<file path="config.mk">
export PLATFORM = sky130hd
export DESIGN_NAME = spi_cmd_arbiter
export DESIGN_NICKNAME = d
export VERILOG_FILES = /design/src/rtl/spi_arb_pkg.sv /design/src/rtl/spi_rr_arbiter.sv /design/src/rtl/spi_cmd_arbiter.sv
export SDC_FILE = /design/constraint.sdc
export NUM_CORES = 1
export LEC_CHECK = 0
export CORE_MARGIN = 1.5
export CORE_UTILIZATION = 42
export DETAILED_ROUTE_END_ITERATION = 10
export PLACE_DENSITY = 0.85
export RECOVER_POWER = 50
export SLEW_MARGIN = 5
export SYNTH_ARGS = -nofsm -noshare
export SYNTH_HDL_FRONTEND = slang
export SYNTH_SLANG_ARGS = --single-unit
</file>
<file path="constraint.sdc">
create_clock -name clk -period 3.6 [get_ports clk]
set_input_delay 0.36 -clock clk [delete_from_list [all_inputs] [get_ports clk]]
set_output_delay 0.36 -clock clk [all_outputs]
set_load 0.05 [all_outputs]
</file>
<file path="src/rtl/spi_arb_pkg.sv">
// Shared types and constants for the SPI command arbiter.
package spi_arb_pkg;

    localparam int unsigned CMD_W     = 10;
    localparam int unsigned RD_W      = 8;
    localparam logic [1:0]  RD_OPCODE = 2'b11;

    typedef enum logic [1:0] {
        IDLE,
        LAUNCH,
        WAIT_DONE,
        RESP
    } arb_state_e;

endpackage

</file>
<file path="src/rtl/spi_rr_arbiter.sv">
// Combinational round-robin picker: search starts one past last_grant and wraps.
module spi_rr_arbiter #(
    parameter int unsigned NUM_REQ = 4,
    parameter int unsigned IDX_W   = (NUM_REQ > 1) ? $clog2(NUM_REQ) : 1
) (
    input  logic [NUM_REQ-1:0] req,
    input  logic [IDX_W-1:0]   last_grant,
    output logic [IDX_W-1:0]   grant,
    output logic               valid
);

    always_comb begin
        int unsigned k;
        k     = 0;
        grant = '0;
        valid = 1'b0;
        for (int unsigned i = 1; i <= NUM_REQ; i++) begin
            k = (32'(last_grant) + i) % NUM_REQ;
            if (!valid && req[IDX_W'(k)]) begin
                valid = 1'b1;
                grant = IDX_W'(k);
            end
        end
    end

endmodule

</file>
<file path="src/rtl/spi_cmd_arbiter.sv">
// Shares one SPI master between NUM_REQ requesters with round-robin arbitration.
// Define SPI_ARB_TIMEOUT_EN to abort WAIT_DONE after TIMEOUT_CYC cycles (err=1, rdata=8'hFF).
module spi_cmd_arbiter
    import spi_arb_pkg::*;
#(
    parameter int unsigned NUM_REQ     = 4,
    parameter int unsigned TIMEOUT_CYC = 64
) (
    input  logic                     clk,
    input  logic                     rst,
    input  logic [NUM_REQ-1:0]       req,
    input  logic [NUM_REQ*CMD_W-1:0] cmd,
    output logic [NUM_REQ-1:0]       ack,
    output logic [RD_W-1:0]          rdata,
    output logic                     err,
    output logic                     m_start,
    output logic [CMD_W-1:0]         m_data_in,
    input  logic [RD_W-1:0]          m_data_out,
    input  logic                     m_busy,
    input  logic                     m_done
);

    localparam int unsigned IDX_W = $clog2(NUM_REQ);

    if (NUM_REQ < 2 || NUM_REQ > 8 || TIMEOUT_CYC < 1) begin : g_param_check
        $error("spi_cmd_arbiter: NUM_REQ must be 2..8 and TIMEOUT_CYC >= 1");
    end

    logic [CMD_W-1:0] cmd_arr [NUM_REQ];
    for (genvar g = 0; g < NUM_REQ; g++) begin : g_cmd
        assign cmd_arr[g] = cmd[CMD_W*g +: CMD_W];
    end

    arb_state_e         state_q, state_d;
    logic [IDX_W-1:0]   grant_q, grant_d;
    logic [IDX_W-1:0]   last_grant_q, last_grant_d;
    logic               m_start_q, m_start_d;
    logic [CMD_W-1:0]   m_data_in_q, m_data_in_d;
    logic [NUM_REQ-1:0] ack_q, ack_d;
    logic [RD_W-1:0]    rdata_q, rdata_d;
    logic [IDX_W-1:0]   rr_grant;
    logic               rr_valid;

`ifdef SPI_ARB_TIMEOUT_EN
    localparam int unsigned CNT_W = $clog2(TIMEOUT_CYC + 1);
    logic [CNT_W-1:0] tmo_cnt_q, tmo_cnt_d;
    logic             err_q, err_d;
`endif

    spi_rr_arbiter #(
        .NUM_REQ (NUM_REQ),
        .IDX_W   (IDX_W)
    ) u_rr (
        .req        (req),
        .last_grant (last_grant_q),
        .grant      (rr_grant),
        .valid      (rr_valid)
    );

    always_comb begin
        state_d      = state_q;
        grant_d      = grant_q;
        last_grant_d = last_grant_q;
        m_start_d    = 1'b0;
        m_data_in_d  = m_data_in_q;
        ack_d        = '0;
        rdata_d      = '0;
`ifdef SPI_ARB_TIMEOUT_EN
        tmo_cnt_d    = tmo_cnt_q;
        err_d        = 1'b0;
`endif
        case (state_q)
            IDLE: begin
                // Hold off while the master still reports busy.
                if (rr_valid && !m_busy) begin
                    grant_d     = rr_grant;
                    m_data_in_d = cmd_arr[rr_grant];
                    m_start_d   = 1'b1;
                    state_d     = LAUNCH;
                end
            end
            LAUNCH: begin
                state_d = WAIT_DONE;
`ifdef SPI_ARB_TIMEOUT_EN
                tmo_cnt_d = '0;
`endif
            end
            WAIT_DONE: begin
                if (m_done) begin
                    state_d        = RESP;
                    ack_d[grant_q] = 1'b1;
                    rdata_d = (m_data_in_q[CMD_W-1 -: 2] == RD_OPCODE) ? m_data_out : '0;
                end
`ifdef SPI_ARB_TIMEOUT_EN
                else if (tmo_cnt_q == CNT_W'(TIMEOUT_CYC - 1)) begin
                    state_d        = RESP;
                    ack_d[grant_q] = 1'b1;
                    rdata_d        = '1;
                    err_d          = 1'b1;
                end else begin
                    tmo_cnt_d = tmo_cnt_q + CNT_W'(1);
                end
`endif
            end
            RESP: begin
                last_grant_d = grant_q;
                state_d      = IDLE;
            end
            default: state_d = IDLE;
        endcase
    end

    always_ff @(posedge clk or posedge rst) begin
        if (rst) begin
            state_q      <= IDLE;
            grant_q      <= '0;
            last_grant_q <= IDX_W'(NUM_REQ - 1);
            m_start_q    <= 1'b0;
            m_data_in_q  <= '0;
            ack_q        <= '0;
            rdata_q      <= '0;
`ifdef SPI_ARB_TIMEOUT_EN
            tmo_cnt_q    <= '0;
            err_q        <= 1'b0;
`endif
        end else begin
            state_q      <= state_d;
            grant_q      <= grant_d;
            last_grant_q <= last_grant_d;
            m_start_q    <= m_start_d;
            m_data_in_q  <= m_data_in_d;
            ack_q        <= ack_d;
            rdata_q      <= rdata_d;
`ifdef SPI_ARB_TIMEOUT_EN
            tmo_cnt_q    <= tmo_cnt_d;
            err_q        <= err_d;
`endif
        end
    end

    assign ack       = ack_q;
    assign rdata     = rdata_q;
    assign m_start   = m_start_q;
    assign m_data_in = m_data_in_q;
`ifdef SPI_ARB_TIMEOUT_EN
    assign err       = err_q;
`else
    assign err       = 1'b0;
`endif

endmodule

</file>
==> results.md, run 1 <==
- Status: finished clean
- CTS tree: built
- Tmin final: 2.18 ns
- Share of layout cells above drive strength 1: 12.3%
- Ports: 80
- Sequential share of power: 32.3%
- Syn nets: 189
- DR DRC count: 0
- Prevailing post-synth register cell: dfrtp_1
- CTS max path bufs: 2
- Setup_tns: 0 ns
- Final hold viol count: 0
- Critical path arrival: 2.37 ns
- Via count: 1,280
- Drt total wl: 3.71 mm
- Grt ovf: 0
- Slew headroom: 29.8%
- Post-DP HPWL: 2.86 mm
- Std cell rows: 21
- DRT antenna net count: 0
- Post-DP Area: 0.00231 mm^2
- Cell Int Power: 860 uW
- Post-Synthesis Cell Area: 0.00150 mm^2
- NumNets Final: 270
- Clock transition at path regs: 0.11 ns
- Critical path launch point type: input port
- Diode count: 0
- Number of global-route vias before repair: 1,335
- Async SR Flop Fraction: 100%
- Post-synth EDFFs: 0
- Via/cell ratio: 4.98
- Adder-cell share of the synthesized area: 3.34%
- Cell Pwr Density: 655 mW/mm^2
- Critical Path Sink Type: register
- Die ar.: 0.00394 mm^2
- Worst Path Max Fanout: 15
- Yosys cell types: 29
- Area leader, netlist: dfrtp_1
- Final period utilization: 60.5%
- First-pass GRT wire length: 6.15 mm
- Max_cap viols: 0
- Initial DRC Count: 31
- DIE HEIGHT: 62.7 um
- Synth Area per Inst: 11.6 um^2
- CTS resizes: 0
- Switching Share: 44.7%
- Slew @ Worst Pin: 1.05 ns
- Flop2flop setup slack: 1.64 ns
- Clock share of power: 12.8%
- Largest net degree at the start of global routing: 30
- Combinational power share: 54.9%
- Critical path class: in -> reg
- Starting Density: 44.2%
- Mux contribution to synthesized area: 15.6%
- Core area: 0.00339 mm^2
- DRT Pass-1 Iters: 4
- H-tree levels: 2
- Finish-stage setup viols: 0
- RSZ-0062 raised after global routing: no
- Yosys warning total: 0
- IO buf count: 78
- Register area share after synthesis: 48.6%
- Synth Area in XOR/XNOR: 0%
- Worst hold-check path type: reg -> reg
- Synth area leaders: dfrtp_1, mux2i_1, o221ai_2, nand2_1, dfstp_2
- Clk_lat worst skew: 0.32 ns
- Post-synthesis simple-gate area fraction: 12.8%
- Clk root buf: clkbuf_4
- Post-route cell area: 0.00237 mm^2
- Initial antenna violation count: 0
- Wire per inst: 14.4 um
- Switching pwr: 695 uW
- Req. time, crit path: 3.80 ns
- Synth Area in Compound Gates: 14.9%
- Max Slew Vio Count: 0
- Synthesis-to-layout area growth: 58.3%
- Clk sinks: 29
- Die X: 62.7 um
- Seq cells post-synth: 29
- Placer Congestion: 0.757
- Max rail drop VDD: 0.000319 V
- CTS Buf Count: 5
- Finished Core Util: 70.0%
- Post-CTS Setup Inserts: 0
- GRT Util Overall: 20.0%
- Cells after Synth: 129
- FMAX: 0.459 GHz
- Hold slack: 0.496 ns
- Synth top area share: 45.1%
- Static Leakage: 0.00103 uW
- Setup Skew: 0.00641 ns
- CTS Hold Bufs: 0
- Main combinational cell family by area after synthesis: multiplexers
==> layout by cell type, fill, tap and decap left out, types with 2 or more instances in the layout <==
| cell | count |
|---|---|
| nor2_1 | 6 |
| o221ai_2 | 10 |
| mux2_2 | 2 |
| and2_1 | 6 |
| ha_1 | 4 |
| inv_1 | 7 |
| mux2i_1 | 20 |
| nor3_1 | 2 |
| and2_0 | 2 |
| nand2_1 | 16 |
| clkdlybuf4s50_1 | 77 |
| o21ai_1 | 4 |
| clkbuf_4 | 5 |
| dfrtp_1 | 27 |
| clkinvlp_4 | 3 |
| dfstp_2 | 2 |
| nand2b_1 | 3 |
==> flip-flops by register name, indices dropped and copies added (netlist names) <==
signal,flops
last_grant_q,2
grant_q,2
m_start,1
rdata,8
state_q,2
m_data_in,10
ack,4
==> per-layer routing <==
| layer | vias to the layer above | track usage (%) | wire length (um) |
|---|---|---|---|
| met5 | - | 0 | 0 |
| met4 | 0 | 7.50 | 54 |
| met3 | 8 | 5.41 | 255 |
| met2 | 63 | 35.9 | 1890 |
| met1 | 588 | 22.6 | 1510 |
| li1 | 621 | - | - |
==> power by group through the flow <==
stage,logic [uW],registers [uW],clock network [uW]
after floorplan,391,716,0
after detailed placement,860,510,0
after global placement,834,505,0
after CTS,863,503,206
after global routing,912,516,225
final,854,502,199
==> worst max-delay path: stages <==
cell and delay (ns):
clkdlybuf4s50_1 0.48, nor4_1 0.48, nor2_1 0.07, nand2_1 0.41
or2_2 0.42, o221ai_2 0.16
==> metrics by stage <==
stage	power, uW	worst slack, ns	cells
2_1_floorplan	1110	1.93	129
4_1_cts	1570	1.42	257
6_report	1560	1.42	257
3_3_place_gp	1340	1.15	249
3_5_place_dp	1370	1.06	249
5_1_grt	1650	1.27	257
==> cell type report <==
class	instances	area (um^2)
Tap cell	46	57.6
Clock buffer	5	37.5
Multi-Input combinational cell	88	713
Inverter	7	26.3
Sequential cell	29	728
Clock inverter	3	22.5
Fill cell	242	1020
Timing Repair Buffer	79	788
==> worst paths after layout <==
kind	to	startpoint	depth (start not counted)
hold / removal	m_data_in[5]$_DFFE_PP0P_	m_data_in[5]$_DFFE_PP0P_	2
setup / recovery	m_data_in[2]$_DFFE_PP0P_	req[1]	6
hold reg to reg	m_data_in[5]$_DFFE_PP0P_	m_data_in[5]$_DFFE_PP0P_	2
max in group asynchronous	rdata[2]$_DFF_PP0_	rst	2
min in group asynchronous	rdata[7]$_DFF_PP0_	rst	2
setup reg to reg	m_data_in[9]$_DFFE_PP0P_	last_grant_q[0]$_DFFE_PP1N_	6
==> cells by family (layout without fill, tap and decap cells) <==
group | Yosys count | count (layout)
AO/OA/AOI/OAI | 20 | 20
adder cells (fa/ha/maj) | 4 | 4
buffers and inverters | 12 | 94
flip-flops | 29 | 29
multiplexers | 23 | 23
other | 1 | 1
AND/OR/NAND/NOR | 40 | 40
==> cell usage after synthesis (2+ instances only) <==
master / instances
dfrtp_1: 27
mux2i_1: 20
nand2_1: 16
o221ai_2: 10
and2_1: 8
inv_1: 7
nor2_1: 6
ha_1: 4
o21ai_1: 4
nand2b_1: 3
buf_4: 2
buf_6: 2
dfstp_2: 2
mux2_2: 2
nor3_1: 2
No activity file was read; power rests on OpenSTA's default activity.
==> run 2, diff against run 1 <==
--- a/config.mk
+++ b/config.mk
@@ -6,9 +6,9 @@
 export NUM_CORES = 1
 export LEC_CHECK = 0
 export CORE_MARGIN = 1.5
-export CORE_UTILIZATION = 42
+export CORE_UTILIZATION = 35
 export DETAILED_ROUTE_END_ITERATION = 10
-export PLACE_DENSITY = 0.85
+export PLACE_DENSITY = 0.76
 export RECOVER_POWER = 50
 export SLEW_MARGIN = 5
 export SYNTH_ARGS = -nofsm -noshare
==> constraint.sdc (replaced) <==
create_clock -name clk -period 1.9 [get_ports clk]
set_input_delay 0.19 -clock clk [delete_from_list [all_inputs] [get_ports clk]]
set_output_delay 0.19 -clock clk [all_outputs]
set_load 0.05 [all_outputs]
==> results.md, run 2 (synthesis gave the netlist of run 1 again) <==
- Status: finished clean
- Core area: 0.00406 mm^2 (+20%)
- Die ar.: 0.00468 mm^2 (+19%)
- Critical path class: in -> reg
- FMAX: 0.535 GHz
- Max_cap viols: 0 (unchanged)
- Max rail drop VDD: 0.000532 V (+66%)
- Post-DP Area: 0.00242 mm^2 (+4.4%)
- Wire per inst: 16.5 um (+14%)
- Via count: 1,372 (+7.2%)
- DRT Pass-1 Iters: 4 (unchanged)
- Power consumption: 3700 uW (+140%)
- Largest register FFs: 10 (unchanged)
- Critical Path Sink Type: register
- Initial DRC Count: 50 (+61%)
- CTS tree: built
- Commonest non-fill, non-tap cell in the layout: clkdlybuf4s50_1
- Clk sinks: 29 (unchanged)
- Worst hold-check path type: in -> reg
- Synthesis-to-layout area growth: 83.6%
- Reg-to-reg critical path endpoint: m_data_in[5]$_DFFE_PP0P_
- Post-DP HPWL: 3.11 mm (+8.7%)
- DIE HEIGHT: 68.4 um (+9.1%)
- Initial antenna violation count: 0 (unchanged)
- Ports: 80 (unchanged)
- Slew headroom: 51.8% (+22 points)
- Placer Congestion: 0.766 (+1.2%)
- IO buf count: 78 (unchanged)
- Slew @ Worst Pin: 0.723 ns (-0.329 ns)
- Clock transition at path regs: 0.06 ns (-0.05 ns)
- Critical path arrival: 2.03 ns (-0.34 ns)
- Clk_lat worst skew: 0.28 ns (-0.04 ns)
- Clk root buf: clkbuf_8
- DRT antenna net count: 0 (unchanged)
- Placement Setup Slack: -0.161 ns (-1.23 ns)
- Starting Density: 36.9% (-7.3 points)
- Final setup margin: 0.0310 ns (-1.39 ns)
- Grt ovf: 0 (unchanged)
- First-pass GRT wire length: 5.87 mm (-4.5%)
- Critical path launch point type: input port
- Number of global-route vias before repair: 1,317 (-1.3%)
- Std cell rows: 23 (+9.5%)
- Tmin final: 1.87 ns
- R2R depth: 7 (+1)
- Final period utilization: 98.4%
- DR DRC count: 0 (unchanged)
- Final hold viol count: 0 (unchanged)
- CP Buf/Inv Count: 3 (+2)
- Max Slew Vio Count: 0 (unchanged)
- NumNets Final: 283 (+4.8%)
- Drt total wl: 4.51 mm (+22%)
- GRT Util Overall: 17.7% (-2.4 points)
- Worst Path Max Fanout: 5 (-10)
- Flop2flop setup slack: 0.04 ns (-1.60 ns)
- CP top delay family: buffers and inverters
- Diode count: 0 (unchanged)
- Die X: 68.4 um (+9.1%)
- Hold slack: 0.460 ns (-0.0361 ns)
- Static Leakage: 0.00116 uW (+13%)
- Finish-stage setup viols: 0 (unchanged)
- R2r startpoint: last_grant_q[0]$_DFFE_PP1N_
- CTS Buf Count: 5 (unchanged)
- Cell Pwr Density: 1340 mW/mm^2 (+110%)
- Finished Core Util: 67.8% (-2.2 points)
- Via/cell ratio: 5.01 (+0.54%)
- Crit path cell chain: clkdlybuf4s50_1 -> or2_1 -> a221oi_4 -> buf_6 -> clkbuf_16 -> mux2i_4 -> o221ai_2
- Hold_sp: m_data_out[5]
- Crit path largest cell delay: 0.52 ns (+0.04 ns)
- H-tree levels: 2 (unchanged)
- Hold endpoint: rdata[5]$_DFF_PP0_
- Largest net degree at the start of global routing: 30 (unchanged)
- Hold Crit Depth: 2 (unchanged)
- CTS max path bufs: 2 (unchanged)
- Post-route cell area: 0.00275 mm^2 (+16%)
- Share of layout cells above drive strength 1: 22.8% (+10 points)
- Commonest cells after routing, fill and taps aside: clkdlybuf4s50_1, dfrtp_1, nand2_1, o221ai_2
- Req. time, crit path: 2.06 ns (-1.74 ns)
- Slowest CP cell: clkdlybuf4s50_1
- CTS Hold Bufs: 0 (unchanged)
- Setup Skew: 0.00248 ns (-0.00394 ns)
## run 2: changes by cell type in the layout (fill, tap and decap cells not counted), moves of 3 or more
cell        before  now
buf_12           0    3
buf_4            1    4
buf_6            0    3
clkbuf_4         5    0
clkbuf_8         0    6
clkinvlp_4       3    0
mux2i_1         20    9
mux2i_4          0    9
## run 2: how the worst max path moves through the flow
stage | slack, ns | cells past startpoint | startpoint | end
global placement | -0.09 | 6 | req[3] | m_data_in[7]$_DFFE_PP0P_
finish | 0.03 | 7 | req[3] | m_data_in[5]$_DFFE_PP0P_
global route | -0.02 | 7 | req[3] | m_data_in[2]$_DFFE_PP0P_
CTS | 0.02 | 6 | last_grant_q[0]$_DFFE_PP1N_ | m_data_in[7]$_DFFE_PP0P_
floorplan | 0.23 | 6 | last_grant_q[0]$_DFFE_PP1N_ | m_data_in[1]$_DFFE_PP0P_
detailed placement | -0.16 | 6 | req[3] | m_data_in[7]$_DFFE_PP0P_
## run 2: through the flow
step	instances	TNS, ns
finish	274	0
global placement	261	-0.420
global route	274	-0.0413
CTS	269	0
floorplan	129	0
detailed placement	261	-1.19
## run 2: report_power, final
group          switching [uW]  internal [uW]  total, uW
clock network             230            427        657
registers                 144            819        963
logic                    1090            987       2080
## run 2: timing repair
| item | in CTS | in global routing |
|---|---|---|
| buffers inserted | 0 | 2 |
| gates resized for setup | 0 | 26 |
| endpoints found under the setup margin | 0 | 9 |
## run 2: area by class of cell
cell class	instances	area [um^2]
Inverter	7	26.3
Timing Repair Buffer	92	963
Multi-Input combinational cell	88	856
Clock buffer	7	86.3
Sequential cell	29	728
Fill cell	300	1310
Clock inverter	1	30.0
Tap cell	50	62.6
## run 2: routing by layer
| layer | global-route usage [%] | share of wire (%) | vias up |
|---|---|---|---|
| li1 | - | - | 642 |
| met1 | 18.7 | 33 | 659 |
| met2 | 32.5 | 56 | 63 |
| met3 | 3.78 | 8.4 | 8 |
| met4 | 9.00 | 1.8 | 0 |
| met5 | 0 | 0 | - |
## run 2: worst reg2reg max path, stage by stage, from the launching register on
cell and delay, ns:
dfstp_2 0.55, nand2b_4 0.14, o21ai_4 0.07, a221oi_4 0.30, buf_6 0.16, clkbuf_16 0.17
mux2i_4 0.24, o221ai_2 0.12
